===== config.mk =====
export PLATFORM = sky130hd
export DESIGN_NAME = sprite_v4
export DESIGN_NICKNAME = d
export VERILOG_FILES = /design/src/rtl/sprite_v4.sv
export SDC_FILE = /design/constraint.sdc
export NUM_CORES = 1
export LEC_CHECK = 0
export ABC_AREA = 1
export BUFFER_PORTS_ARGS = -buffer_cell sky130_fd_sc_hd__buf_4
export CORE_MARGIN = 5
export CORE_UTILIZATION = 45
export CTS_BUF_LIST = sky130_fd_sc_hd__clkbuf_4 sky130_fd_sc_hd__clkbuf_8
export CTS_CLUSTER_DIAMETER = 60
export DETAILED_ROUTE_END_ITERATION = 12
export PLACE_DENSITY_LB_ADDON = 0.08
export SLEW_MARGIN = 25
export SYNTH_ARGS = -nofsm -noshare
export SYNTH_HDL_FRONTEND = slang
export SYNTH_SLANG_ARGS = --single-unit

===== constraint.sdc =====
create_clock -name clk -period 2 [get_ports clk]
set_input_delay 0.4 -clock clk [delete_from_list [all_inputs] [get_ports clk]]
set_output_delay 0.4 -clock clk [all_outputs]
set_load 0.005 [all_outputs]

===== src/rtl/sprite_v4.sv =====
// Scan-line sprite engine: draws a WIDTHxHEIGHT palette-index graphic, scaled by
// SCALE_X/SCALE_Y and optionally mirrored, at a screen position latched each frame.
module sprite_v4 #(
   parameter int    WIDTH       = 8,
   parameter int    HEIGHT      = 8,
   parameter int    SCALE_X     = 1,
   parameter int    SCALE_Y     = 1,
   parameter int    COLR_BITS   = 4,
   parameter int    TRANS_INDEX = 0,
   parameter string SPR_FILE    = "",
   parameter int    CORDW       = 10,
   parameter int    H_RES_FULL  = 800,
   parameter int    DEPTH       = WIDTH*HEIGHT
) (
   input  logic                 clk,
   input  logic                 rst,
   input  logic                 frame,
   input  logic                 line,
   input  logic [CORDW-1:0]     sx,
   input  logic [CORDW-1:0]     sy,
   input  logic [CORDW-1:0]     sprx,
   input  logic [CORDW-1:0]     spry,
   input  logic                 flip_x,
   output logic [COLR_BITS-1:0] pix,
   output logic                 drawing,
   output logic                 done
);

   localparam int OXW = (WIDTH   > 1) ? $clog2(WIDTH)   : 1;
   localparam int OYW = (HEIGHT  > 1) ? $clog2(HEIGHT)  : 1;
   localparam int CXW = (SCALE_X > 1) ? $clog2(SCALE_X) : 1;
   localparam int CYW = (SCALE_Y > 1) ? $clog2(SCALE_Y) : 1;
   localparam int AW  = (DEPTH   > 1) ? $clog2(DEPTH)   : 1;

   typedef enum logic [2:0] {
      IDLE, WAIT_LINE, LINE_INIT, AWAIT_POS, DRAW, NEXT_LINE, DONE
   } state_t;

   state_t               state_q, state_d;
   logic [CORDW-1:0]     sprx_q, sprx_d, spry_q, spry_d;
   logic                 flip_q, flip_d;
   logic [OXW-1:0]       ox_q, ox_d;
   logic [CXW-1:0]       cx_q, cx_d;
   logic [OYW-1:0]       oy_q, oy_d;
   logic [CYW-1:0]       cy_q, cy_d;
   logic [AW-1:0]        base_q, base_d;
   logic [AW-1:0]        addr;
   logic [CORDW-1:0]     start_x;
   logic                 col_step, last_col, last_row;
   logic                 rd_valid_q, rd_valid_d;
   logic [COLR_BITS-1:0] rd_word_q;
   logic [COLR_BITS-1:0] mem [DEPTH];

   // Address goes out two cycles before the column is shown: one cycle to enter
   // DRAW, one cycle of memory latency, hence the match on sprx-2.
   always_comb begin
      start_x  = (sprx_q >= CORDW'(2)) ? sprx_q - CORDW'(2)
                                       : sprx_q + CORDW'(H_RES_FULL - 2);
      col_step = (cx_q == CXW'(SCALE_X - 1));
      last_col = (ox_q == OXW'(WIDTH - 1)) && col_step;
      last_row = (oy_q == OYW'(HEIGHT - 1)) && (cy_q == CYW'(SCALE_Y - 1));
      addr     = flip_q ? base_q + AW'(WIDTH - 1) - AW'(ox_q) : base_q + AW'(ox_q);
   end

   always_comb begin
      state_d    = state_q;
      sprx_d     = sprx_q;
      spry_d     = spry_q;
      flip_d     = flip_q;
      ox_d       = ox_q;
      cx_d       = cx_q;
      oy_d       = oy_q;
      cy_d       = cy_q;
      base_d     = base_q;
      rd_valid_d = 1'b0;
      case (state_q)
         IDLE: ;
         WAIT_LINE: begin
            if (line && (sy == spry_q)) begin
               state_d = LINE_INIT;
               oy_d    = '0;
               cy_d    = '0;
               base_d  = '0;
            end
         end
         LINE_INIT: begin
            state_d = AWAIT_POS;
            ox_d    = '0;
            cx_d    = '0;
         end
         AWAIT_POS: begin
            if (sx == start_x) state_d = DRAW;
         end
         DRAW: begin
            rd_valid_d = 1'b1;
            if (col_step) begin
               cx_d = '0;
               ox_d = ox_q + OXW'(1);
            end else begin
               cx_d = cx_q + CXW'(1);
            end
            if (last_col) begin
               ox_d    = '0;
               state_d = last_row ? DONE : NEXT_LINE;
            end
         end
         NEXT_LINE: begin
            if (line) begin
               state_d = AWAIT_POS;
               if (cy_q == CYW'(SCALE_Y - 1)) begin
                  cy_d   = '0;
                  oy_d   = oy_q + OYW'(1);
                  base_d = base_q + AW'(WIDTH);
               end else begin
                  cy_d = cy_q + CYW'(1);
               end
            end
         end
         DONE:    state_d = IDLE;
         default: state_d = IDLE;
      endcase
      // A frame pulse restarts from any state and cancels the word in flight.
      if (frame) begin
         state_d    = WAIT_LINE;
         sprx_d     = sprx;
         spry_d     = spry;
         flip_d     = flip_x;
         rd_valid_d = 1'b0;
      end
   end

   always_ff @(posedge clk or posedge rst) begin
      if (rst) begin
         state_q    <= IDLE;
         sprx_q     <= '0;
         spry_q     <= '0;
         flip_q     <= 1'b0;
         ox_q       <= '0;
         cx_q       <= '0;
         oy_q       <= '0;
         cy_q       <= '0;
         base_q     <= '0;
         rd_valid_q <= 1'b0;
      end else begin
         state_q    <= state_d;
         sprx_q     <= sprx_d;
         spry_q     <= spry_d;
         flip_q     <= flip_d;
         ox_q       <= ox_d;
         cx_q       <= cx_d;
         oy_q       <= oy_d;
         cy_q       <= cy_d;
         base_q     <= base_d;
         rd_valid_q <= rd_valid_d;
      end
   end

   always_ff @(posedge clk) rd_word_q <= mem[addr];

   assign drawing = rd_valid_q && (rd_word_q != COLR_BITS'(TRANS_INDEX));
   assign pix     = drawing ? rd_word_q : '0;
   assign done    = (state_q == DONE);

endmodule


# Yosys cells after proc, flatten, opt, wreduce, memory -nomap -nowiden
# Cells that the tools add are included.
[classes] n_lt_le_gt_ge=1 add_sub_neg=6 reduce_logical=12 bitwise=2 n_eq_ne=19 mux=24
[ops] op="two-way mux 3 bit" count=10
[ops] op="equality test 10 bit" count=2
[ops] op="one-hot mux 3 bit (6 select lines)" count=1
[ops] op="equality test 3 bit (second input constant)" count=5
[ops] op="!= test 3 bit (second input constant)" count=5
[ops] op="one-hot mux 3 bit (2 select lines)" count=2
[ops] op="adder 10 bit (second input constant)" count=1
[ops] op=">= comparator 10 x 2 -> 1 bit (second input constant)" count=1
[ops] op="two-way mux 10 bit" count=1
[ops] op="subtractor 10 x 2 -> 10 bit (second input constant)" count=1
[ops] op="!= test 2 bit (second input constant)" count=4
[ops] op="adder 3 x 1 -> 3 bit (second input constant)" count=2
[ops] op="equality test 3 x 2 -> 1 bit (second input constant)" count=2
[ops] op="two-way mux 1 bit" count=6
[ops] op="AND reduction 5 bit" count=1
[ops] op="logical AND 1 bit" count=4
[ops] op="two-way mux 4 bit" count=1
[ops] op="one-hot mux 1 bit (2 select lines)" count=2
[ops] op="AND reduction 4 bit" count=1
[ops] op="nonzero test 2 bit" count=2
[ops] op="nonzero test 4 bit" count=1
[ops] op="equality test 3 x 1 -> 1 bit (second input constant)" count=1
[ops] op="logical NOT 3 bit" count=1
[ops] op="AND reduction 3 bit" count=1
[ops] op="other kinds (4)" count=6
[word_totals] wordCells=73 register_bits=36

# Depth between registers and ports, before layout
# Gate-level depths: netlist (run 1).
[logic_depth] ltp_word=6 ltp_mapped=16

# Worst setup path before layout (run 1)
# OpenSTA, ideal clock, no wires.
[synth_timing] path_type="reg2reg" startpoint="register sprx_q[1]" endpoint="register state_q[0]" stages_incl_launch_ff=15 path_buffers=0 path_slack_ps=273 required_time_ps=1883 arrival_time_ps=1611 cell_sequence="dfrtp_1 > inv_1 > ha_1 > nand2_1 > inv_1 > nor2_1 > nand3_1 > nor2_1 > nand3_1 > nor2_2 > nand3_2 > nand2_2 > nand2_2 > nand3_1 > nand2_1"
[synth_between] elab_chain_cells=5 elab_cells_between_ends=7 classes_between="2 x add/sub; 1 x order compare; 2 x eq/ne; 1 x mux; 1 x reduce/logical"
[synth_lines] item="from (decl)" line_no="40" rtl="logic [CORDW-1:0] sprx_q, sprx_d, spry_q, spry_d;"
[synth_lines] item="from (signal assigned)" line_no="146" rtl="sprx_q <= sprx_d;"
[synth_lines] item="adder 10 bit, or another cell as far along" line_no="58" rtl=": sprx_q + CORDW'(H_RES_FULL - 2);"
[synth_lines] item="two-way mux 10 bit *" line_no="57" rtl="start_x = (sprx_q >= CORDW'(2)) ? sprx_q - CORDW'(2)"
[synth_lines] item="equality test 10 bit *" line_no="92" rtl="if (sx == start_x) state_d = DRAW;"
[synth_lines] item="!= test 3 bit (no line) *"
[synth_lines] item="AND reduction 5 bit (no line) *"
[synth_lines] item="to (signal assigned)" line_no="145" rtl="state_q <= state_d;"
[synth_lines] item="to (decl)" line_no="39" rtl="state_t state_q, state_d;"
# Mark *: on every way between the ends. The rest lies on a longest branch, timed or not.
# A chain may end at the register's enable or synchronous reset.

# Final worst setup path (run 1)
# Ends and elaborated chain as after synthesis.

==> results of run 1 <==
worst max-delay path, stage by stage, from the launching register on:
cell	delay (ns)
dfrtp_1	0.38
inv_2	0.08
ha_2	0.27
nand2_1	0.06
inv_1	0.04
nor2_1	0.08
nand3_1	0.10
nor2_1	0.12
nand3_1	0.09
nor2_2	0.10
nand3_2	0.10
nand2_2	0.08
nand2_2	0.06
nand3_1	0.07
nand2_1	0.06
path summary, 6_finish.rpt:
kind | end | slack (ns) | cells past startpoint
setup reg to reg | state_q[0]$_DFFE_PP0P_ | 0.19 | 14
max in group asynchronous | spry_q[4]$_DFFE_PP0P_ | 1.54 | 3
min in group clk | spry_q[6]$_DFFE_PP0P_ | 0.32 | 3
hold / removal | ox_q[1]$_DFFE_PP0P_ | 0.19 | 3
setup / recovery | state_q[0]$_DFFE_PP0P_ | 0.19 | 14
hold reg to reg | oy_q[2]$_DFFE_PP0P_ | 0.49 | 2
synthesized netlist by cell type:
cell | n | area share
dfrtp_1 | 29 | 0.38
clkbuf_8 | 1 | 0.0071
buf_6 | 2 | 0.012
nand2_1 | 88 | 0.17
a31oi_1 | 1 | 0.0032
nand3_2 | 4 | 0.021
or2_1 | 1 | 0.0032
buf_4 | 5 | 0.019
o22ai_1 | 1 | 0.0032
clkbuf_1 | 3 | 0.0058
clkinv_1 | 1 | 0.0019
nor4_1 | 1 | 0.0032
nor2_4 | 3 | 0.017
o21ai_0 | 20 | 0.052
conb_1 | 1 | 0.0019
nor2_2 | 4 | 0.013
xor2_1 | 5 | 0.023
nand3b_1 | 3 | 0.012
xnor2_1 | 3 | 0.014
inv_1 | 32 | 0.062
nand2_2 | 6 | 0.019
nor2_1 | 10 | 0.019
a21oi_2 | 2 | 0.0091
nand2_4 | 1 | 0.0058
nand4_1 | 3 | 0.0097
or2_2 | 1 | 0.0032
nor3_1 | 3 | 0.0078
ha_1 | 5 | 0.032
nand3_1 | 22 | 0.057
inv_2 | 4 | 0.0078
o2111ai_1 | 1 | 0.0045
o31ai_1 | 1 | 0.0039
state kept, by name, summed over array words and instances (netlist names):
signal,count
spry_q,10
oy_q,3
ox_q,3
sprx_q,10
state_q,3
cells by family (layout without fill, tap and decap cells):
family | Yosys count | after routing | share of synthesized area
AND/OR/NAND/NOR | 150 | 150 | 0.362
buffers and inverters | 48 | 94 | 0.116
flip-flops | 29 | 29 | 0.375
AO/OA/AOI/OAI | 26 | 26 | 0.0757
XOR/XNOR | 8 | 8 | 0.0362
adder cells (fa/ha/maj) | 5 | 5 | 0.0324
other | 1 | 5 | 0.00194
final cells by class:
cell class                 instances  area [µm²]  share of cell area
clock buffer                       7        96.3              0.0402
clock inverter                     1        5.00             0.00209
inverter                          37         139              0.0579
multi-input combinational        194        1000               0.418
sequential                        29         726               0.303
tap                               50        62.6              0.0261
timing repair buffer              49         368               0.153
timing repair:
item | 4_1_cts | 5_1_grt
endpoints found under the setup margin | 0 | 3
setup buffers | 0 | 2
resized for setup | 0 | 3
endpoints found under the hold margin | 0 | 0
routing by layer:
layer	GRT usage	share of wire	routed length [µm]	vias to the layer above
met3	0.0528	0.085	347	7
met5	0	0	0	-
met2	0.274	0.45	1860	44
met4	0.0718	0.016	67	0
met1	0.220	0.44	1820	778
li1	-	-	-	927
metrics by stage:
stage	setup TNS, ns	util	std cells	area [µm²]
2_1_floorplan	0	-	271	1950
3_3_place_gp	0	0.558	357	2280
3_5_place_dp	0	0.558	357	2280
4_1_cts	0	0.582	365	2380
5_1_grt	-0.0325	0.587	367	2400
6_report	0	0.587	367	2400
power by group through the flow:
stage                     sequential, W  clock (W)  combinational (W)
after CTS                      0.000723   0.000552           0.000567
after global routing           0.000735   0.000578           0.000663
final                          0.000723   0.000532           0.000566
after floorplan                0.000722          0           0.000427
after global placement         0.000734          0           0.000558
after detailed placement       0.000733          0           0.000566
==> flow_metrics.tcl, run 1 <==
set metrics [dict create \
    cts_tree "yes" \
    final-max-slew-violation-count 0 \
    setup.worst_path.start_class "flip-flop" \
    num_rows 23 \
    setup_viol 0 \
    seq_area_frac_synth 0.375 \
    path_clk_slew_ns 0.06 \
    cts_buffers 5 \
    post-dp-hpwl_mm 3.16 \
    p_sw_frac 0.340 \
    critPathLaunch "sprx_q[1]$_DFFE_PP0P_" \
    fin_nets 366 \
    clockBufferDepth 2 \
    rr_startpoint "sprx_q[1]$_DFFE_PP0P_" \
    final_antenna_net_count 0 \
    drive_gt1_frac 0.268 \
    maxCapViolations 0 \
    cp.arrival_ns 1.98 \
    status "finished clean" \
    synth-seq-cells 29 \
    place.port_buffers 44 \
    grt_max_degree 37 \
    yosysWarnings 0 \
    routabilityCongestion 0.792 \
    first_pass_iters 4 \
    grt-ovfl-total 0 \
    track_usage 0.173 \
    clock.fmax_mhz 552 \
    htree_levels 2 \
    p_leak_nw 1.32 \
    insertion_delay_ns 0.28 \
    core_area_um2 4090 \
    die_h_um 75.5 \
    wl_per_cell_um 11.1 \
    design.die.area_um2 5710 \
    pre_cts_slack_ns 0.123 \
    antenna_found_initial 0 \
    area_growth_pct 24.0 \
    p_switching_w 0.000620 \
    routed_wl_mm 4.09 \
    die_x_um 75.5 \
    worst_slack_ns 0.189 \
    hp-class "in2async" \
    n_antenna_cell 0 \
    path_max_fanout 3 \
    report.final.hold_viol_count 0 \
    clock_skew_ns 0.00473 \
    ctsHoldBuffers 0 \
    hold_slack_ns 0.186 \
    critical_path_class "reg2reg" \
    syn_area_um2 1930 \
    yosysUniqueCellTypes 32 \
    grt_pass1_vias 1784 \
    syn_avg_cell_area_um2 7.24 \
    grt_pass1_wl_mm 7.53 \
    p_total_w 0.00182 \
    first_iter_violations 48 \
    syn_inst 267 \
    vias 1756 \
    powerDensity_nw_per_um2 760 \
    n_fill_cell 410 \
    cp.required_ns 2.17 \
    ios 51 \
    start_util 0.473 \
    intPower_w 0.00120 \
    p_clk_frac 0.292 \
    ir_worst_vdd_v 0.000367 \
    p_seq_frac 0.397 \
    ctsRootBufferMaster "clkbuf_8" \
    critPathCaptureType "flip-flop" \
    final_period_minus_worst_setup_slack_ns 1.81 \
    combPwrFrac 0.311 \
    most-common-layout-cells "88 x nand2_1, 49 x buf_4, 30 x inv_1" \
    cts_sinks 29 \
    final_common_cell "nand2_1" \
    drc 0 \
    fin_crit_sh 0.905 \
    avgViaCountPerCell 4.78 \
]
(Power assumes the default switching activity.)
==> run 2: changes to the inputs <==
Settings changed: CORE_UTILIZATION 45 to 34, CTS_CLUSTER_SIZE set to 24, PLACE_DENSITY_LB_ADDON 0.08 to 0.25.
==> run 2 against run 1 <==
Effect of this change: first-iteration DRC count up 6.3%; sequential share of layout area is 0.16 points lower; final area grew 0.52%; via count fell by 3.8%; die area increased by 28%; hold slack about the same; cell count is 5.4% higher; fmax is essentially flat; global-route usage fell by 5.0 points; clock skew increased by 0.0047 ns; count of clock-buffer cells in the layout unchanged; sequential cell count did not move.
==> flow_metrics.tcl, run 2 (synthesis results as in run 1) <==
set metrics [dict create \
    final-max-slew-violation-count 0 \
    max_stage_delay_ns 0.38 \
    status "finished clean" \
    maxCapViolations 0 \
    cp.required_ns 2.21 \
    avgViaCountPerCell 4.36 \
    rr_endpoint "state_q[1]$_DFFE_PP0P_" \
    report.final.hold_viol_count 0 \
    most-common-layout-cells "88 x nand2_1, 47 x buf_4, 30 x inv_1" \
    final_common_cell "nand2_1" \
    crit_chain "inv_2 > ha_2 > nand2_1 > inv_1 > nor2_1 > nand3_1 > nor2_1 > nand3_1 > nor2_2 > nand3_2 > nand2_2 > nand2_2 > nand2_2 > nand2_1 > nand2_1" \
    cts_sinks 29 \
    path_clk_slew_ns 0.07 \
    rr_startpoint "sprx_q[1]$_DFFE_PP0P_" \
    num_rows 27 \
    dp_cells 379 \
    fin_crit_sh 0.906 \
    rsz0062_at_grt "no" \
    finalNonFillerCells 387 \
    cp_num_buf_inv 2 \
    r2r_setup_slack_ns 0.19 \
    antenna_found_initial 0 \
    die_h_um 85.4 \
    powerDensity_nw_per_um2 755 \
    post-dp-hpwl_mm 3.17 \
    design.die.area_um2 7290 \
    path_depth 15 \
    first_pass_iters 4 \
    hp-class "in2async" \
    drc 0 \
    post_cts_buffers 0 \
    htree_levels 2 \
    area_growth_pct 24.7 \
    grt_pass1_wl_mm 7.27 \
    p_leak_nw 1.31 \
    critPathLaunch "sprx_q[1]$_DFFE_PP0P_" \
    ctsRootBufferMaster "clkbuf_8" \
    setup_viol 0 \
    routabilityCongestion 0.790 \
    crit_slowest_cell "dfrtp_1" \
    place.port_buffers 44 \
    track_usage 0.123 \
    critPathCaptureType "flip-flop" \
    insertion_delay_ns 0.28 \
    path_max_fanout 4 \
    grt_max_degree 37 \
    cts_buffers 5 \
    die_x_um 85.4 \
    fin_setup_tns_ns 0 \
    reg.largest.list "sprx_q (10), spry_q (10)" \
    n_fill_cell 585 \
    clock.fmax_mhz 552 \
    grt-ovfl-total 0 \
    first_iter_violations 51 \
    cpLargestDelayFamily "simple AND/OR/NAND/NOR gates" \
    final_antenna_net_count 0 \
    cts_tree "yes" \
    grt_pass1_vias 1709 \
    final_period_minus_worst_setup_slack_ns 1.81 \
    routed_wl_mm 4.04 \
    vias 1689 \
    critical_path_class "reg2reg" \
    start_util 0.351 \
    drive_gt1_frac 0.263 \
    fin_nets 364 \
    ios 51 \
    r2r_cells 15 \
    n_antenna_cell 0 \
    endpoint "state_q[1]$_DFFE_PP0P_" \
    wl_per_cell_um 10.4 \
    core_area_um2 5510 \
    cp.arrival_ns 2.02 \
    ir_worst_vdd_v 0.000472 \
    clock_skew_ns 0.00940 \
    setup.worst_path.start_class "flip-flop" \
    clockBufferDepth 2 \
]
## run 2: cell count changes in the layout (fill, tap and decap cells not counted), sizes merged
cell  before  now
buf       49   47
## run 2: report_power, final
part           internal (W)  total [W]  switching [W]
clock              0.000311   0.000533       0.000223
combinational      0.000227   0.000559       0.000333
sequential         0.000661   0.000727      0.0000665
## run 2: final cells by class
cell class              instances  area [µm²]  share of cell area
clock buffers                   7        96.3              0.0400
clock inverters                 1        5.00             0.00208
inverters                      37         139              0.0576
multi-input cells             194        1000               0.415
flip-flops and latches         29         726               0.301
well taps                      72        90.1              0.0374
repair buffers                 47         353               0.146
## run 2: how the worst min path moves through the flow
stage | startpoint | to | slack, ns
3_5_place_dp | oy_q[2]$_DFFE_PP0P_ | oy_q[2]$_DFFE_PP0P_ | 0.48
2_1_floorplan | oy_q[2]$_DFFE_PP0P_ | oy_q[2]$_DFFE_PP0P_ | 0.45
3_3_place_gp | oy_q[2]$_DFFE_PP0P_ | oy_q[2]$_DFFE_PP0P_ | 0.46
6_report | rst | ox_q[1]$_DFFE_PP0P_ | 0.19
4_1_cts | rst | ox_q[1]$_DFFE_PP0P_ | 0.20
5_1_grt | rst | ox_q[1]$_DFFE_PP0P_ | 0.24
## run 2: through the flow
step / total power (W) / setup WS (ns) / hold WS (ns) / area [µm²] / util
after floorplan: 0.00115 / 0.273 / 0.448 / 1950 / -
after global placement: 0.00129 / 0.169 / 0.462 / 2310 / 0.419
after detailed placement: 0.00130 / 0.149 / 0.478 / 2310 / 0.419
after CTS: 0.00183 / 0.132 / 0.203 / 2410 / 0.437
after global routing: 0.00196 / 0.0106 / 0.240 / 2410 / 0.438
final: 0.00182 / 0.188 / 0.186 / 2410 / 0.438
## run 2: routing by layer
metal | global-route usage | part of all wire | wire length, µm
met1 | 0.147 | 0.48 | 1930
met2 | 0.208 | 0.46 | 1850
met3 | 0.0379 | 0.051 | 205
met4 | 0.0432 | 0.014 | 57
met5 | 0 | 0 | 0
## run 2: worst register-to-register path, stage by stage (launching register included)
cell and delay, ns:
dfrtp_1 0.38, inv_2 0.09, ha_2 0.28, nand2_1 0.06
inv_1 0.03, nor2_1 0.07, nand3_1 0.08, nor2_1 0.10
nand3_1 0.10, nor2_2 0.13, nand3_2 0.11, nand2_2 0.08
nand2_2 0.06, nand2_2 0.06, nand2_1 0.06, nand2_1 0.05
## run 2: what timing repair did
action                                  CTS  global route
endpoints found under the setup margin    0             3
hold endpoints to repair                  0             0
hold buffers                              0             0
resized for setup                         0             3
==> run 3: changes to the inputs <==
Settings changed: CORE_MARGIN 5 to 2, GPL_TIMING_DRIVEN set to 0.
==> run 3 against run 2 <==
Effect of this change: utilization grew 2.1 points; largest power group unchanged; highest routed layer unchanged; clock power rose by 20%; largest cell class unchanged; cell count rose by 2.8%; global-route usage rose by 2.5 points; sequential share of layout area down 1.4 points; non-clock buffer count is 11 higher.
==> flow_metrics.tcl, run 3 (synthesis results as in run 1) <==
set metrics [dict create \
    area_growth_pct 30.6 \
    final_period_minus_worst_setup_slack_ns 1.80 \
    report.final.hold_viol_count 0 \
    most-common-layout-cells "88 x nand2_1, 52 x buf_4, 29 x inv_1, 29 x dfrtp_1, 22 x nand3_1" \
    cts_buffers 5 \
    routed_wl_mm 4.30 \
    fin_setup_tns_ns 0 \
    p_sw_frac 0.331 \
    first_pass_iters 4 \
    fin_nets 375 \
    wl_per_cell_um 10.8 \
    first_iter_violations 54 \
    antenna_found_initial 0 \
    cts_sinks 29 \
    crit_chain "inv_2 > ha_4 > nand2_1 > inv_1 > nor2_1 > nand3_1 > nor2_1 > nand3_1 > nor2_2 > nand3_2 > nand2_2 > nand2_2 > nand2_2 > nand2_1 > nand2_1" \
    design.die.area_um2 6300 \
    tightest_slew_ns 0.608 \
    route.met3.wl_um 197 \
    critical_path_class "reg2reg" \
    r2r_setup_slack_ns 0.20 \
    ctsHoldBuffers 0 \
    combPwrFrac 0.302 \
    grt_max_degree 30 \
    final_common_cell "nand2_1" \
    grt_pass1_wl_mm 7.25 \
    rr_endpoint "state_q[1]$_DFFE_PP0P_" \
    clockBufferDepth 2 \
    r2r_cells 15 \
    grt_pass1_vias 1646 \
    routabilityCongestion 0.807 \
    powerDensity_nw_per_um2 775 \
    drc 0 \
    p_seq_frac 0.371 \
    avgViaCountPerCell 4.48 \
    p_leak_nw 1.36 \
    clock_skew_ns 0.00570 \
    wl_met1_mm 2.03 \
    fin_util 0.458 \
    critPathCaptureType "flip-flop" \
    cts_tree "yes" \
    hp-class "in2async" \
    intPower_w 0.00131 \
    core_area_um2 5510 \
    die_h_um 79.4 \
    maxCapViolations 0 \
    ios 51 \
    insertion_delay_ns 0.28 \
    cp.arrival_ns 2.02 \
    drive_gt1_frac 0.282 \
    ir_worst_vdd_v 0.000396 \
    track_usage 0.148 \
    final_antenna_net_count 0 \
    wl_met2_mm 2.00 \
    n_fill_cell 562 \
    grt-ovfl-total 0 \
    setup_viol 0 \
    num_rows 27 \
    die_x_um 79.4 \
    n_antenna_cell 0 \
    clock.fmax_mhz 555 \
    cp.required_ns 2.22 \
    place.port_buffers 43 \
    status "finished clean" \
    htree_levels 2 \
    reg.largest.list "sprx_q (10), spry_q (10)" \
    setup.worst_path.start_class "flip-flop" \
    max_slew_margin 0.594 \
    rr_startpoint "sprx_q[1]$_DFFE_PP0P_" \
    post-dp-hpwl_mm 3.27 \
    max_stage_delay_ns 0.39 \
    fin_crit_sh 0.901 \
    p_clk_frac 0.327 \
    ctsRootBufferMaster "clkbuf_8" \
    path_max_fanout 3 \
    p_switching_w 0.000648 \
    start_util 0.351 \
    highest_layer "met4" \
    path_clk_slew_ns 0.07 \
    rsz0062_at_grt "no" \
    crit_slowest_cell "dfrtp_1" \
    vias 1784 \
    final-max-slew-violation-count 0 \
]
-- run 3: worst max-delay path by stage --
stage / start / to / slack [ns]
final: sprx_q[1]$_DFFE_PP0P_ / state_q[1]$_DFFE_PP0P_ / 0.20
after global placement: sprx_q[1]$_DFFE_PP0P_ / state_q[1]$_DFFE_PP0P_ / 0.04
after detailed placement: sprx_q[1]$_DFFE_PP0P_ / state_q[1]$_DFFE_PP0P_ / 0.02
after global routing: sprx_q[1]$_DFFE_PP0P_ / state_q[1]$_DFFE_PP0P_ / 0.02
after floorplan: sprx_q[1]$_DFFE_PP0P_ / state_q[0]$_DFFE_PP0P_ / 0.27
after CTS: sprx_q[1]$_DFFE_PP0P_ / state_q[1]$_DFFE_PP0P_ / 0.1
-- run 3: worst max-delay path, delay by kind of cell, from the launching register on --
family	cells	cell delay, ns
and+or+nand+nor	12	0.99
DFF	1	0.39
adders and majority gates	1	0.21
buffers and inverters	2	0.13
-- run 3: what timing repair did --
| action | in CTS | in global routing |
|---|---|---|
| hold endpoints to repair | 0 | 0 |
| gates cloned | 0 | 0 |
| setup buffers | 1 | 3 |
| pin swaps | 0 | 8 |
| gates resized for setup | 0 | 4 |
| endpoints found under the setup margin | 1 | 3 |
-- run 3: layout make-up --
type,count,area [µm²],area share
buffer,11,85.1,0.0337
clock buffer,6,82.6,0.0327
clock inverter,2,37.5,0.0149
inverter,37,139,0.0550
multi-input combinational,194,1010,0.401
sequential,29,726,0.288
tap,72,90.1,0.0357
timing repair buffer,47,353,0.140
-- run 3: power by group through the flow --
stage	clock (W)	combinational, W	sequential (W)
after global placement	0	0.000567	0.000734
after floorplan	0	0.000427	0.000722
after global routing	0.000682	0.000674	0.000738
after detailed placement	0	0.000581	0.000734
final	0.000640	0.000591	0.000726
after CTS	0.000658	0.000587	0.000725
-- run 3: routing by layer --
metal,vias to the layer above,track usage
li1,951,-
met1,788,0.184
met2,39,0.250
met3,6,0.0351
met4,0,0.0517
met5,-,0
-- run 3: metrics by stage --
step	std cells	area, µm²	hold WS, ns	setup slack, ns	total power, W
2_1_floorplan	271	1950	0.448	0.273	0.00115
3_3_place_gp	386	2360	0.463	0.0381	0.00130
3_5_place_dp	386	2360	0.479	0.0206	0.00132
4_1_cts	395	2490	0.208	0.0993	0.00197
5_1_grt	398	2520	0.235	0.0202	0.00209
6_report	398	2520	0.191	0.199	0.00196
